`src/rtl/fpmult_pkg.sv`:
```
// Shared fp32 word type and exception-flag bit positions used by the
// floating-point multiplier and its result buffer.
package fpmult_pkg;

  localparam int FP32_W = 32;
  localparam int FLAG_W = 5;

  typedef logic [FP32_W-1:0] fp32_t;
  typedef logic [FLAG_W-1:0] fpflags_t;

  localparam int FLAG_NAN  = 4;
  localparam int FLAG_INF  = 3;
  localparam int FLAG_ZERO = 2;
  localparam int FLAG_OVF  = 1;
  localparam int FLAG_UNF  = 0;

  typedef struct packed {
    fp32_t    z;
    fpflags_t flags;
  } fpresult_t;

endpackage

```
`src/rtl/fpmult_result_fifo.sv`:
```
// Circular buffer holding multiplier results; the caller guarantees it never
// pushes into a full buffer without a pop in the same cycle.
module fpmult_result_fifo #(
  parameter int DEPTH  = 8,
  parameter int ADDR_W = 3,
  parameter int WIDTH  = 37
) (
  input  logic              clk,
  input  logic              rst,
  input  logic              wr_en,
  input  logic [WIDTH-1:0]  wr_data,
  input  logic              rd_en,
  output logic [WIDTH-1:0]  rd_data,
  output logic [ADDR_W:0]   count
);

  logic [WIDTH-1:0]  mem [DEPTH];
  logic [ADDR_W-1:0] wr_ptr;
  logic [ADDR_W-1:0] rd_ptr;

  // Payload storage carries no reset; only occupancy decides what is valid.
  always_ff @(posedge clk) begin
    if (wr_en) mem[wr_ptr] <= wr_data;
  end

  always_ff @(posedge clk) begin
    if (rst) begin
      wr_ptr <= '0;
      rd_ptr <= '0;
      count  <= '0;
    end else begin
      if (wr_en) wr_ptr <= wr_ptr + ADDR_W'(1);
      if (rd_en) rd_ptr <= rd_ptr + ADDR_W'(1);
      case ({wr_en, rd_en})
        2'b10:   count <= count + (ADDR_W+1)'(1);
        2'b01:   count <= count - (ADDR_W+1)'(1);
        default: count <= count;
      endcase
    end
  end

  assign rd_data = mem[rd_ptr];

endmodule

```
`src/rtl/fpmult_result_buffer.sv`:
```
// Non-stalling result buffer behind the fp multiplier: FIFO, sticky flags,
// overrun and almost-full throttle. Optional zero-latency path: FPMULT_RESULT_BYPASS_EN.
module fpmult_result_buffer
  import fpmult_pkg::*;
#(
  parameter int DEPTH     = 8,
  parameter int ADDR_W    = 3,
  parameter int AF_MARGIN = 4
) (
  input  logic              clk,
  input  logic              rst,
  input  logic              in_valid,
  input  logic [31:0]       in_z,
  input  logic [4:0]        in_flags,
  output logic              out_valid,
  input  logic              out_ready,
  output logic [31:0]       out_z,
  output logic [4:0]        out_flags,
  output logic [ADDR_W:0]   count,
  output logic              almost_full,
  output logic [4:0]        sticky_flags,
  input  logic              sticky_clr,
  output logic              overrun
);

  localparam int PW    = FP32_W + FLAG_W;
  localparam int AF_TH = (DEPTH > AF_MARGIN) ? (DEPTH - AF_MARGIN) : 0;

  logic          fifo_empty;
  logic          fifo_full;
  logic          pop;
  logic          wr_en;
  logic          byp_take;
  logic          accepted;
  logic          drop;
  logic [PW-1:0] head;
  fp32_t         head_z;
  fpflags_t      head_flags;

  fpmult_result_fifo #(
    .DEPTH  (DEPTH),
    .ADDR_W (ADDR_W),
    .WIDTH  (PW)
  ) u_fifo (
    .clk     (clk),
    .rst     (rst),
    .wr_en   (wr_en),
    .wr_data ({in_z, in_flags}),
    .rd_en   (pop),
    .rd_data (head),
    .count   (count)
  );

  assign head_z     = head[PW-1:FLAG_W];
  assign head_flags = head[FLAG_W-1:0];
  assign fifo_empty = (count == '0);
  assign fifo_full  = (count == (ADDR_W+1)'(DEPTH));

`ifdef FPMULT_RESULT_BYPASS_EN
  // An empty buffer forwards the live result; if taken now it is never stored.
  assign byp_take  = fifo_empty & in_valid & out_ready;
  assign out_valid = ~fifo_empty | in_valid;
  assign out_z     = fifo_empty ? in_z : head_z;
  assign out_flags = fifo_empty ? in_flags : head_flags;
`else
  assign byp_take  = 1'b0;
  assign out_valid = ~fifo_empty;
  assign out_z     = head_z;
  assign out_flags = head_flags;
`endif

  assign pop         = ~fifo_empty & out_ready;
  assign wr_en       = in_valid & ~byp_take & (~fifo_full | pop);
  assign accepted    = wr_en | byp_take;
  assign drop        = in_valid & fifo_full & ~pop;
  assign almost_full = (count >= (ADDR_W+1)'(AF_TH));

  always_ff @(posedge clk) begin
    if (rst) begin
      sticky_flags <= '0;
      overrun      <= 1'b0;
    end else begin
      sticky_flags <= (sticky_clr ? 5'b0 : sticky_flags) | (accepted ? in_flags : 5'b0);
      if (drop) overrun <= 1'b1;
    end
  end

endmodule

```
`config.mk`:
```
export PLATFORM = sky130hd
export DESIGN_NAME = fpmult_result_buffer
export DESIGN_NICKNAME = d
export VERILOG_FILES = /design/src/rtl/fpmult_pkg.sv /design/src/rtl/fpmult_result_fifo.sv /design/src/rtl/fpmult_result_buffer.sv
export SDC_FILE = /design/constraint.sdc
export NUM_CORES = 1
export LEC_CHECK = 0
export ABC_AREA = 1
export CORE_ASPECT_RATIO = 0.5
export CORE_MARGIN = 8
export CORE_UTILIZATION = 50
export DETAILED_ROUTE_END_ITERATION = 8
export PLACE_DENSITY_LB_ADDON = 0.3
export SLEW_MARGIN = 20
export SYNTH_ARGS = -nofsm -noshare
export SYNTH_HDL_FRONTEND = slang
export SYNTH_SLANG_ARGS = --single-unit
```
`constraint.sdc`:
```
create_clock -name clk -period 4.36 [get_ports clk]
set_input_delay 0.654 -clock clk [delete_from_list [all_inputs] [get_ports clk]]
set_output_delay 0.654 -clock clk [all_outputs]
set_load 0.02 [all_outputs]
```
# Word-level counts from Yosys, hierarchy flattened
# Memories as Yosys holds them, arrays and structs flattened. A register that Yosys moved wholly into a read port is not among the register bits.
# Index checks and enable logic that the tools add are counted.
# word_totals
regBits,16
latchBits,0
ram_bits,296
mem_bits_ro,0
input_bits,42
output_inout_bits,49
wordCells,32
n_memories,1
# classes
add_sub_neg,4
multipliers,0
n_div,0
n_lt_le_gt_ge,1
n_eq_ne,3
n_shift,0
n_mux,7
bitwise_logic,9
reduce_logical,2
# memory_table
memory,words,width,read_ports,rd_ports_with_merged_regs,write_ports,line,rtl
u_fifo.mem,8,37,1,1,1,fpmult_result_fifo.sv:17,logic [WIDTH-1:0] mem [DEPTH];
# ops
cell,count
$mux W5,2
$pmux W4 S2,1
$add A3 B1 Y3 const B,2
$mux W3,2
$or A5 B5 Y5,1
$add A4 B1 Y4 const B,1
$and A1 B1 Y1,4
$eq A4 B4 Y1 const B,1
$ge A4 B3 Y1 const B,1
$logic_not A4 Y1,1
$sub A4 B1 Y4 const B,1
$not A1 Y1,3
$eq A2 B1 Y1 const B,1
$eq A2 B2 Y1 const B,1
$mux W1,2
$reduce_bool A2 Y1,1
$or A1 B1 Y1,1

# Depth between registers and ports, before layout
# Gate-level depths: netlist of run 1.
# logic_depth
depth_word,7
depth_mapped,14
ltp_nobuf,14

# Modules after synthesis
# From an unflattened synthesis of run 1, not the netlist that was laid out.
# hier_totals
cells_unflattened,950
area_unflattened_um2,12371.9
# by_module_without_submodules
mod,instances,cells_each,area_each_um2,seq_area_each_um2
fpmult_result_fifo,1,915,12111.6,9148.8
fpmult_result_buffer,1,35,260.2,120.1

# Worst setup path before layout of run 1
# OpenSTA, ideal clock, no wires.
# synth_path
path_kind,input to register
from,input out_ready
to,memory u_fifo.mem[0][0] (enable)
setup_time_ps,431
arrival_time_ps,2815
required_ps,3929
path_slack_ps,1113
cell_stages,5
path_buffers,0
path_cell_list,nor2_1 -> nand3_1 -> nand2_1 -> or2_2 -> nor2_1
# synth_between
elab_chain_cells,5
# synth_rtl
element,line,rtl
from (decl),fpmult_result_buffer.sv:16,"input logic out_ready,"
$and A1 B1 Y1,fpmult_result_buffer.sv:72,assign pop = ~fifo_empty & out_ready;
$or A1 B1 Y1,fpmult_result_buffer.sv:73,assign wr_en = in_valid & ~byp_take & (~fifo_full | pop);
$and A1 B1 Y1,fpmult_result_buffer.sv:73,
$mux W1,fpmult_result_fifo.sv:23,if (wr_en) mem[wr_ptr] <= wr_data;
$mux W1 (not written as such),fpmult_result_fifo.sv:23,
to (decl),fpmult_result_fifo.sv:17,
# No other way between the ends.

==> impl_metrics.py, run 1 <==
metrics = {
    "status": {
        "status": "complete, no violations",
    },
    "worst_setup_path": {
        "start_kind": "register",
        "reg2reg_slack_ns": 1.78,
        "crit_path_end_kind": "primary output",
        "r2r_start": "u_fifo.count[0]$_SDFFE_PP0P_",
        "path_max_fanout": 79,
        "reg2reg_depth": 7,
        "crit_type": "register to primary output",
        "r2r-end": "u_fifo.mem[3][27]$_DFFE_PP_",
        "cp_data_required_time_ns": 3.71,
        "crit_arrival_ns": 2.96,
    },
    "grt": {
        "grt_overflow_total": 0,
        "grt_pass1_vias": 7346,
        "grt_max_degree": 86,
        "grt_use_total_pct": 16.3,
        "antenna_found_initial": 0,
        "grt_first_pass_wirelength_um": 40000,
    },
    "clock_network": {
        "cts_tree": "yes",
        "hold_buffers": 0,
        "clk_latency_ns": 0.54,
        "cts_root_buffer": "clkbuf_16",
        "clkTransAtPathRegs_ns": 0.06,
        "post_cts_resize_count": 0,
        "htreeDepth": 1,
        "cts_sinks": 315,
        "post-cts-setup-buffers": 0,
        "cts.path.max_buffers": 3,
        "cts_inserted_buffers": 28,
    },
    "timing": {
        "setup_ws_ns": 0.741,
        "fin_crit_sh_pct": 83.0,
        "period_needed_ns": 3.62,
        "finalHoldViolCount": 0,
        "slew_headroom_pct": 36.8,
        "max_freq_mhz": 276,
        "fin_worst_skew_ns": 0.0250,
        "rsz0062_at_grt": "no",
        "setup_viol": 0,
        "worst_pin_slew_ns": 0.945,
        "slew_violations": 0,
        "setup_tns_ns": 0,
    },
    "synth": {
        "synth_seq_cells": 315,
        "postSynthCellCount": 953,
        "yosysSeqAreaShare_pct": 75.0,
        "syn_area_sq_um": 12400,
        "yosysWarningCount": 0,
        "ys_types": 24,
        "synthesis.nets": 1000,
        "avgSynthCellArea_sq_um": 13.0,
    },
    "die": {
        "die_w_um": 238,
        "fp-row-count": 40,
        "die-area_sq_um": 30300,
        "ios": 91,
        "dieHeight_um": 127,
        "coreArea_sq_um": 24100,
        "initial_core_util_pct": 51.2,
    },
    "routing": {
        "wl_per_cell_um": 18.1,
        "drt-total-wl_um": 25300,
        "ant_nets": 0,
        "drt_first_iter_violations": 615,
        "drt_pass1_iterations": 5,
        "drc_errors": 0,
        "viasPerCell": 5.36,
        "num_vias": 7484,
    },
    "min_path": {
        "hp-start": "sticky_flags[4]$_SDFF_PP0_",
        "hold_depth": 2,
        "min_path_type": "register to register",
        "hold_end": "sticky_flags[4]$_SDFF_PP0_",
    },
    "placed_design": {
        "dpl_worst_slack_ns": 1.04,
        "dp_hpwl_um": 14400,
        "portBuffers": 90,
        "place.gp.congestion": 0.758,
    },
    "cells_and_area": {
        "antenna_cells": 0,
        "synthToLayoutAreaGrowth_pct": 17.2,
        "final_cell_mix": "296 x edfxtp_1, 160 x nor2_1, 140 x nand2_1, 130 x o21ai_0, 90 x clkdlybuf4s50_1",
        "layout-drive-gt1-share_pct": 6.79,
        "nets": 1085,
        "fillCellCount": 1862,
        "layout_commonest_cell": "edfxtp_1",
    },
    "pwr": {
        "powerDensity_nw_per_um2": 567,
        "p_leak_nw": 4.92,
        "ir_worst_vdd_mv": 0.348,
    },
    "flow_run": {
        "max-cap-violations": 0,
    },
}
-- synth_stat cells (all sizes together) --
cell      n  area (sq um)
or2       1          6.26
dfxtp    19           380
xnor2     2          17.5
mux2i    37           370
nor2    168           631
ha        5          62.6
a21oi    14          70.1
nand2   140           526
o21ai   156           781
edfxtp  296          8890
clkbuf   28           110
o22ai    37           231
inv      19          71.3
nor3      1          5.00
nand3     6          30.0
buf      24           174
-- flip-flops by register name, summed over array words and instances, names as in the netlist, named ones only --
register	cells
u_fifo.rd_ptr	3
overrun	1
u_fifo.mem	296
u_fifo.count	4
sticky_flags	5
u_fifo.wr_ptr	3
-- critical path, cell delays in order, from the launching register on --
cell and delay, ns:
dfxtp_4 0.46, clkinv_2 0.08, buf_4 0.64, o21ai_0 0.22, o21ai_0 0.13, nand2_1 0.07, nand2_1 0.13, clkdlybuf4s50_1 0.62
-- stage by stage --
stage	utilization [%]	total power, mW	area [sq um]	cells	hold WS [ns]
6_report	60.0	8.21	14500	1396	0.472
5_1_grt	60.0	8.62	14500	1396	0.499
4_1_cts	60.0	8.28	14500	1396	0.472
3_5_place_dp	56.4	5.96	13600	1344	0.459
3_3_place_gp	56.4	5.91	13600	1344	0.462
2_1_floorplan	-	5.10	12400	953	0.448
-- cell type report --
type                            instances  area (sq um)  area share [%]
Multi-Input combinational cell        567          2790            19.3
Sequential cell                       315          9280            64.1
Inverter                               19          72.6           0.501
Clock buffer                           34           723            5.00
Tap cell                              336           420            2.90
Timing Repair Buffer                  107          1040            7.19
Clock inverter                         18           151            1.05
-- metal layers --
metal	part of all wire [%]	routed length, um	up-vias	GRT usage [%]
li1	-	-	3594	-
met1	45	11500	3670	22.6
met2	48	12200	196	27.4
met3	5.4	1360	24	2.68
met4	1.2	314	0	2.73
met5	0	0	-	0
-- worst max path at each step --
stage                                  end  slack, ns  cells after the start       from
6_report                         out_z[31]       0.74                      7   register
5_1_grt                           out_z[3]       0.56                      7   register
4_1_cts                          out_z[31]       0.73                      7   register
3_5_place_dp   u_fifo.mem[3][21]$_DFFE_PP_       1.04                      8  out_ready
3_3_place_gp   u_fifo.mem[3][21]$_DFFE_PP_       1.13                      8  out_ready
2_1_floorplan   u_fifo.mem[0][0]$_DFFE_PP_       1.11                      5  out_ready
-- report_power, final --
group	internal, mW	switching (mW)	total, mW
registers	3.47	0.149	3.62
logic	0.884	1.37	2.26
clock network	1.31	1.03	2.33
total	5.66	2.55	8.21
-- kinds of logic after synthesis --
kind of cell | after synthesis | synth area share [%]
xor gates and xnor gates | 2 | 0.142
buffers and inverters | 71 | 2.88
and+or+nand+nor | 316 | 9.69
DFF | 315 | 75.0
muxes | 37 | 3.00
adders and majority gates | 5 | 0.506
AOI/OAI and AO/OA | 207 | 8.76
Power figures use the tool's default switching activity.
==> run 2, diff against run 1 <==
clock period = 3.2 ns   (was 4.36 ns; I/O delays follow)
==> impl_metrics.py, run 2 (synthesis gave the netlist of run 1 again) <==
metrics = {
    "timing": {
        "setup_tns_ns": 0,
        "setup_viol": 0,
        "fin_worst_skew_ns": 0.0160,
        "hold_slack_ns": 0.479,
        "slew_headroom_pct": 58.2,
        "worst_pin_slew_ns": 0.626,
        "period_needed_ns": 3.05,
        "finalHoldViolCount": 0,
        "max_freq_mhz": 328,
        "fin_crit_sh_pct": 95.2,
        "rsz0062_at_grt": "no",
        "slew_violations": 0,
    },
    "pwr": {
        "powerDensity_nw_per_um2": 781,
        "p_leak_nw": 5.04,
        "ir_worst_vdd_mv": 0.481,
        "total_power_mw": 11.5,
    },
    "routing": {
        "drt_pass1_iterations": 4,
        "drt-total-wl_um": 26700,
        "drc_errors": 0,
        "wl_per_cell_um": 18.9,
        "num_vias": 7694,
        "viasPerCell": 5.46,
        "ant_nets": 0,
        "drt_first_iter_violations": 653,
    },
    "clock_network": {
        "clk_latency_ns": 0.55,
        "cts_root_buffer": "clkbuf_16",
        "cts_sinks": 315,
        "clkTransAtPathRegs_ns": 0.06,
        "cts_inserted_buffers": 28,
        "cts.path.max_buffers": 3,
        "cts_tree": "yes",
        "hold_buffers": 0,
        "htreeDepth": 1,
    },
    "worst_setup_path": {
        "crit_chain": "buf_16 > nor2_1 > nor2_1 > o21ai_0 > o21ai_1 > nand2_1 > nand2_1 > clkdlybuf4s50_1",
        "crit_slowest_cell": "clkdlybuf4s50_1",
        "crit_type": "register to primary output",
        "start_kind": "register",
        "slowest_delay_ns": 0.61,
        "worst-path-buf-inv": 2,
        "path_max_fanout": 38,
        "cp_data_required_time_ns": 2.72,
        "r2r-end": "u_fifo.mem[1][29]$_DFFE_PP_",
        "crit_cells": 8,
        "path_delay_family": "buffers and inverters",
        "reg2reg_depth": 7,
        "crit_path_end_kind": "primary output",
        "r2r_start": "u_fifo.count[0]$_SDFFE_PP0P_",
        "crit_arrival_ns": 2.57,
        "endpoint": "out_z[13]",
        "reg2reg_slack_ns": 0.94,
    },
    "cells_and_area": {
        "fillCellCount": 1847,
        "largest_reg_flops": 296,
        "multi_input_area_sq_um": 2790,
        "synthToLayoutAreaGrowth_pct": 19.2,
        "final_cell_mix": "296 x edfxtp_1, 160 x nor2_1, 140 x nand2_1, 130 x o21ai_0, 90 x clkdlybuf4s50_1",
        "nets": 1101,
        "antenna_cells": 0,
        "layout_commonest_cell": "edfxtp_1",
        "regMostFlops": "u_fifo.mem",
        "top_regs": "u_fifo.mem x296, sticky_flags x5, u_fifo.count x4",
        "regArea_sq_um": 9280,
        "layout-drive-gt1-share_pct": 7.93,
        "post-route-util_pct": 61.0,
    },
    "grt": {
        "grt_overflow_total": 0,
        "met1_usage_pct": 23.4,
        "met3_usage_pct": 2.92,
        "antenna_found_initial": 1,
        "busiest_layer": "met2",
        "grt_max_degree": 58,
        "grt_pass1_vias": 7721,
        "grt_use_total_pct": 17.2,
        "use_met2_pct": 28.8,
        "grt_first_pass_wirelength_um": 41900,
    },
    "die": {
        "ios": 91,
        "die_w_um": 238,
        "initial_core_util_pct": 51.2,
        "die-area_sq_um": 30300,
        "fp-row-count": 40,
        "dieHeight_um": 127,
        "coreArea_sq_um": 24100,
    },
    "min_path": {
        "min_path_type": "register to register",
    },
    "placed_design": {
        "place.gp.congestion": 0.749,
        "dp_hpwl_um": 15100,
        "portBuffers": 90,
    },
    "flow_run": {
        "max-cap-violations": 0,
    },
    "status": {
        "status": "complete, no violations",
    },
}
## run 2: cell types whose count changed in the layout (fill, tap and decap cells not counted), moves of 2 or more
cell / previous run / this run
buf_12: 1 / 5
clkinv_2: 9 / 4
clkinv_1: 5 / 3
buf_4: 16 / 23
buf_16: 0 / 2
buf_6: 0 / 2
## run 2: worst min-delay path by stage
| stage | startpoint | end | slack, ns | cells after the start |
|---|---|---|---|---|
| after floorplan | u_fifo.rd_ptr[0]$_SDFFE_PP0P_ | register | 0.45 | 1 |
| after global placement | sticky_flags[4]$_SDFF_PP0_ | sticky_flags[4]$_SDFF_PP0_ | 0.46 | 2 |
| after detailed placement | sticky_flags[1]$_SDFF_PP0_ | sticky_flags[1]$_SDFF_PP0_ | 0.46 | 2 |
| after CTS | sticky_flags[1]$_SDFF_PP0_ | sticky_flags[1]$_SDFF_PP0_ | 0.47 | 2 |
| after global routing | sticky_flags[1]$_SDFF_PP0_ | sticky_flags[1]$_SDFF_PP0_ | 0.50 | 2 |
| final | sticky_flags[0]$_SDFF_PP0_ | sticky_flags[0]$_SDFF_PP0_ | 0.48 | 2 |
## run 2: timing repair
action / 4_1_cts / 5_1_grt
endpoints found under the setup margin: 12 / 23
buffers inserted: 2 / 3
resized for setup: 1 / 1
cloned: 1 / 0
## run 2: where the power goes
group	leakage (nW)	internal [mW]	switching (mW)
Combinational	1.77	1.37	2.01
Sequential	2.85	4.72	0.141
Clock	0.428	1.85	1.41
## run 2: area by class of cell
cell class,count,share of cell area [%]
clock buffers,35,4.94
clock inverters,13,1.05
inverters,19,0.501
multi-input cells,567,18.9
flip-flops and latches,315,63.0
well taps,336,2.85
repair buffers,123,8.72
## run 2: routing by layer
| metal | wire, um | vias to the layer above |
|---|---|---|
| met3 | 1480 | 35 |
| met2 | 12800 | 241 |
| met4 | 469 | 2 |
| met1 | 12000 | 3796 |
| met5 | 13 | - |
| li1 | - | 3620 |
## run 2: through the flow
stage               cell area [sq um]  cells  worst slack [ns]
floorplan                       12400    953            0.0573
global placement                13700   1354             0.508
detailed placement              13700   1354             0.496
CTS                             14700   1405            0.0404
global route                    14700   1408            0.0318
finish                          14700   1408             0.155
## run 2: tightest hold or removal path: cells and delay by family (launching register included)
family,cells,cell delay [ns]
flops,1,0.31
simple gates,1,0.06
compound gates,1,0.06
==> run 3, diff against run 2 <==
CELL_PAD_IN_SITES_DETAIL_PLACEMENT = 1   (was unset)
CELL_PAD_IN_SITES_GLOBAL_PLACEMENT = 1   (was unset)
CORE_UTILIZATION = 43   (was 50)
==> impl_metrics.py, run 3 (synthesis gave the netlist of run 1 again) <==
metrics = {
    "placed_design": {
        "place_area_sq_um": 13800,
        "place.gp.congestion": 0.768,
        "dp_hpwl_um": 17400,
        "portBuffers": 90,
    },
    "cells_and_area": {
        "regArea_sq_um": 9280,
        "antenna_cells": 0,
        "multi_input_area_sq_um": 2790,
        "regMostFlops": "u_fifo.mem",
        "final_cell_mix": "296 x edfxtp_1, 160 x nor2_1, 140 x nand2_1, 130 x o21ai_0, 89 x clkdlybuf4s50_1",
        "largest_reg_flops": 296,
        "synthToLayoutAreaGrowth_pct": 20.4,
        "layout_commonest_cell": "edfxtp_1",
        "nets": 1092,
        "fillCellCount": 2907,
        "top_regs": "u_fifo.mem x296, sticky_flags x5, u_fifo.count x4",
        "layout-drive-gt1-share_pct": 7.40,
        "fin_area_sq_um": 14900,
    },
    "clock_network": {
        "htreeDepth": 1,
        "cts_root_buffer": "clkbuf_16",
        "cts_inserted_buffers": 28,
        "clkTransAtPathRegs_ns": 0.07,
        "cts_tree": "yes",
        "clk_latency_ns": 0.55,
        "cts_sinks": 315,
        "cts.path.max_buffers": 3,
    },
    "grt": {
        "antenna_found_initial": 0,
        "met3_usage_pct": 3.04,
        "use_met2_pct": 27.9,
        "busiest_layer": "met2",
        "grt_overflow_total": 0,
        "grt_use_total_pct": 17.3,
        "grt_max_degree": 79,
        "met1_usage_pct": 24.8,
        "grt_pass1_vias": 8004,
        "grt_first_pass_wirelength_um": 47400,
    },
    "worst_setup_path": {
        "path_delay_family": "buffers and inverters",
        "path_max_fanout": 39,
        "crit_slowest_cell": "clkdlybuf4s50_1",
        "crit_type": "register to primary output",
        "cp_data_required_time_ns": 2.72,
        "crit_arrival_ns": 2.57,
        "worst-path-buf-inv": 3,
        "crit_path_end_kind": "primary output",
        "crit_chain": "buf_4 > clkbuf_16 > o21ai_0 > o21ai_0 > nand2_1 > nand2_1 > clkdlybuf4s50_1",
        "slowest_delay_ns": 0.61,
        "start_kind": "register",
        "reg2reg_slack_ns": 0.96,
    },
    "die": {
        "initial_core_util_pct": 43.2,
        "die_w_um": 256,
        "fp-row-count": 44,
        "coreArea_sq_um": 28600,
        "dieHeight_um": 136,
        "die-area_sq_um": 34700,
        "ios": 91,
    },
    "routing": {
        "drt_first_iter_violations": 534,
        "drc_errors": 0,
        "drt-total-wl_um": 31100,
        "ant_nets": 0,
        "num_vias": 7680,
        "viasPerCell": 5.27,
        "drt_pass1_iterations": 5,
        "wl_per_cell_um": 21.3,
    },
    "timing": {
        "hold_slack_ns": 0.472,
        "max_freq_mhz": 328,
        "worst_pin_slew_ns": 0.581,
        "slew_headroom_pct": 61.2,
        "setup_viol": 0,
        "slew_violations": 0,
        "period_needed_ns": 3.05,
        "fin_worst_skew_ns": 0.0118,
        "fin_crit_sh_pct": 95.4,
        "finalHoldViolCount": 0,
    },
    "min_path": {
        "min_path_type": "register to register",
    },
    "pwr": {
        "p_leak_nw": 5.05,
        "total_power_mw": 11.8,
        "ir_worst_vdd_mv": 0.514,
        "powerDensity_nw_per_um2": 793,
    },
    "status": {
        "status": "complete, no violations",
    },
    "flow_run": {
        "max-cap-violations": 0,
    },
}
[run 3: cell count changes in the layout (fill, tap and decap cells not counted), moves of 2 or more]
cell       delta
bufinv_16     +2
clkinv_2      +3
buf_4        -17
clkbuf_16     +2
buf_12        +8
clkinv_1      +2
[run 3: power by group]
part           total, mW  switching (mW)  internal [mW]  leakage (nW)
Combinational       3.42            2.09           1.32          1.74
Sequential          4.85           0.124           4.72          2.85
Clock               3.54            1.48           2.06         0.467
Total               11.8            3.70           8.11          5.05
[run 3: what timing repair did]
action / in CTS / in global routing
hold buffers: 0 / 0
endpoints found under the setup margin: 5 / 28
cloned: 0 / 1
resized for setup: 4 / 2
setup buffers: 0 / 4
[run 3: per-layer routing]
metal	vias to the layer above	share of wire, %
met1	3889	49
met3	29	4.5
met2	151	46
li1	3611	-
met5	-	0
met4	0	1.2
[run 3: stage by stage]
step,setup slack (ns),TNS [ns],utilization (%),instances
2_1_floorplan,0.0573,0,-,953
3_5_place_dp,0.556,0,48.4,1401
4_1_cts,0.00797,0,51.8,1453
3_3_place_gp,0.615,0,48.4,1401
6_report,0.147,0,52.0,1458
5_1_grt,-0.00442,-0.00442,52.0,1458
[run 3: layout make-up]
class                   count  share of cell area, %
inverters                  19                  0.488
flip-flops and latches    315                   62.4
well taps                 391                   3.29
repair buffers            114                   8.70
clock buffers              35                   5.03
multi-input cells         567                   18.8
clock inverters            17                   1.39
[run 3: worst paths after layout]
check                               start                           end  cells past startpoint
max                              register                     out_z[15]                      7
min            sticky_flags[2]$_SDFF_PP0_    sticky_flags[2]$_SDFF_PP0_                      2
max reg2reg  u_fifo.count[0]$_SDFFE_PP0P_  u_fifo.count[2]$_SDFFE_PP0P_                     13
min reg2reg    sticky_flags[2]$_SDFF_PP0_    sticky_flags[2]$_SDFF_PP0_                      2
[run 3: worst register-to-register path, cell delays in order, from the launching register on]
cell,delay [ns]
dfxtp_1,0.36
nor2_1,0.21
nand3_1,0.13
nand2_1,0.15
inv_1,0.13
ha_1,0.29
nand2_1,0.09
inv_1,0.05
nor2_1,0.13
ha_1,0.18
a21oi_1,0.06
xnor2_1,0.14
o21ai_0,0.14
inv_1,0.05
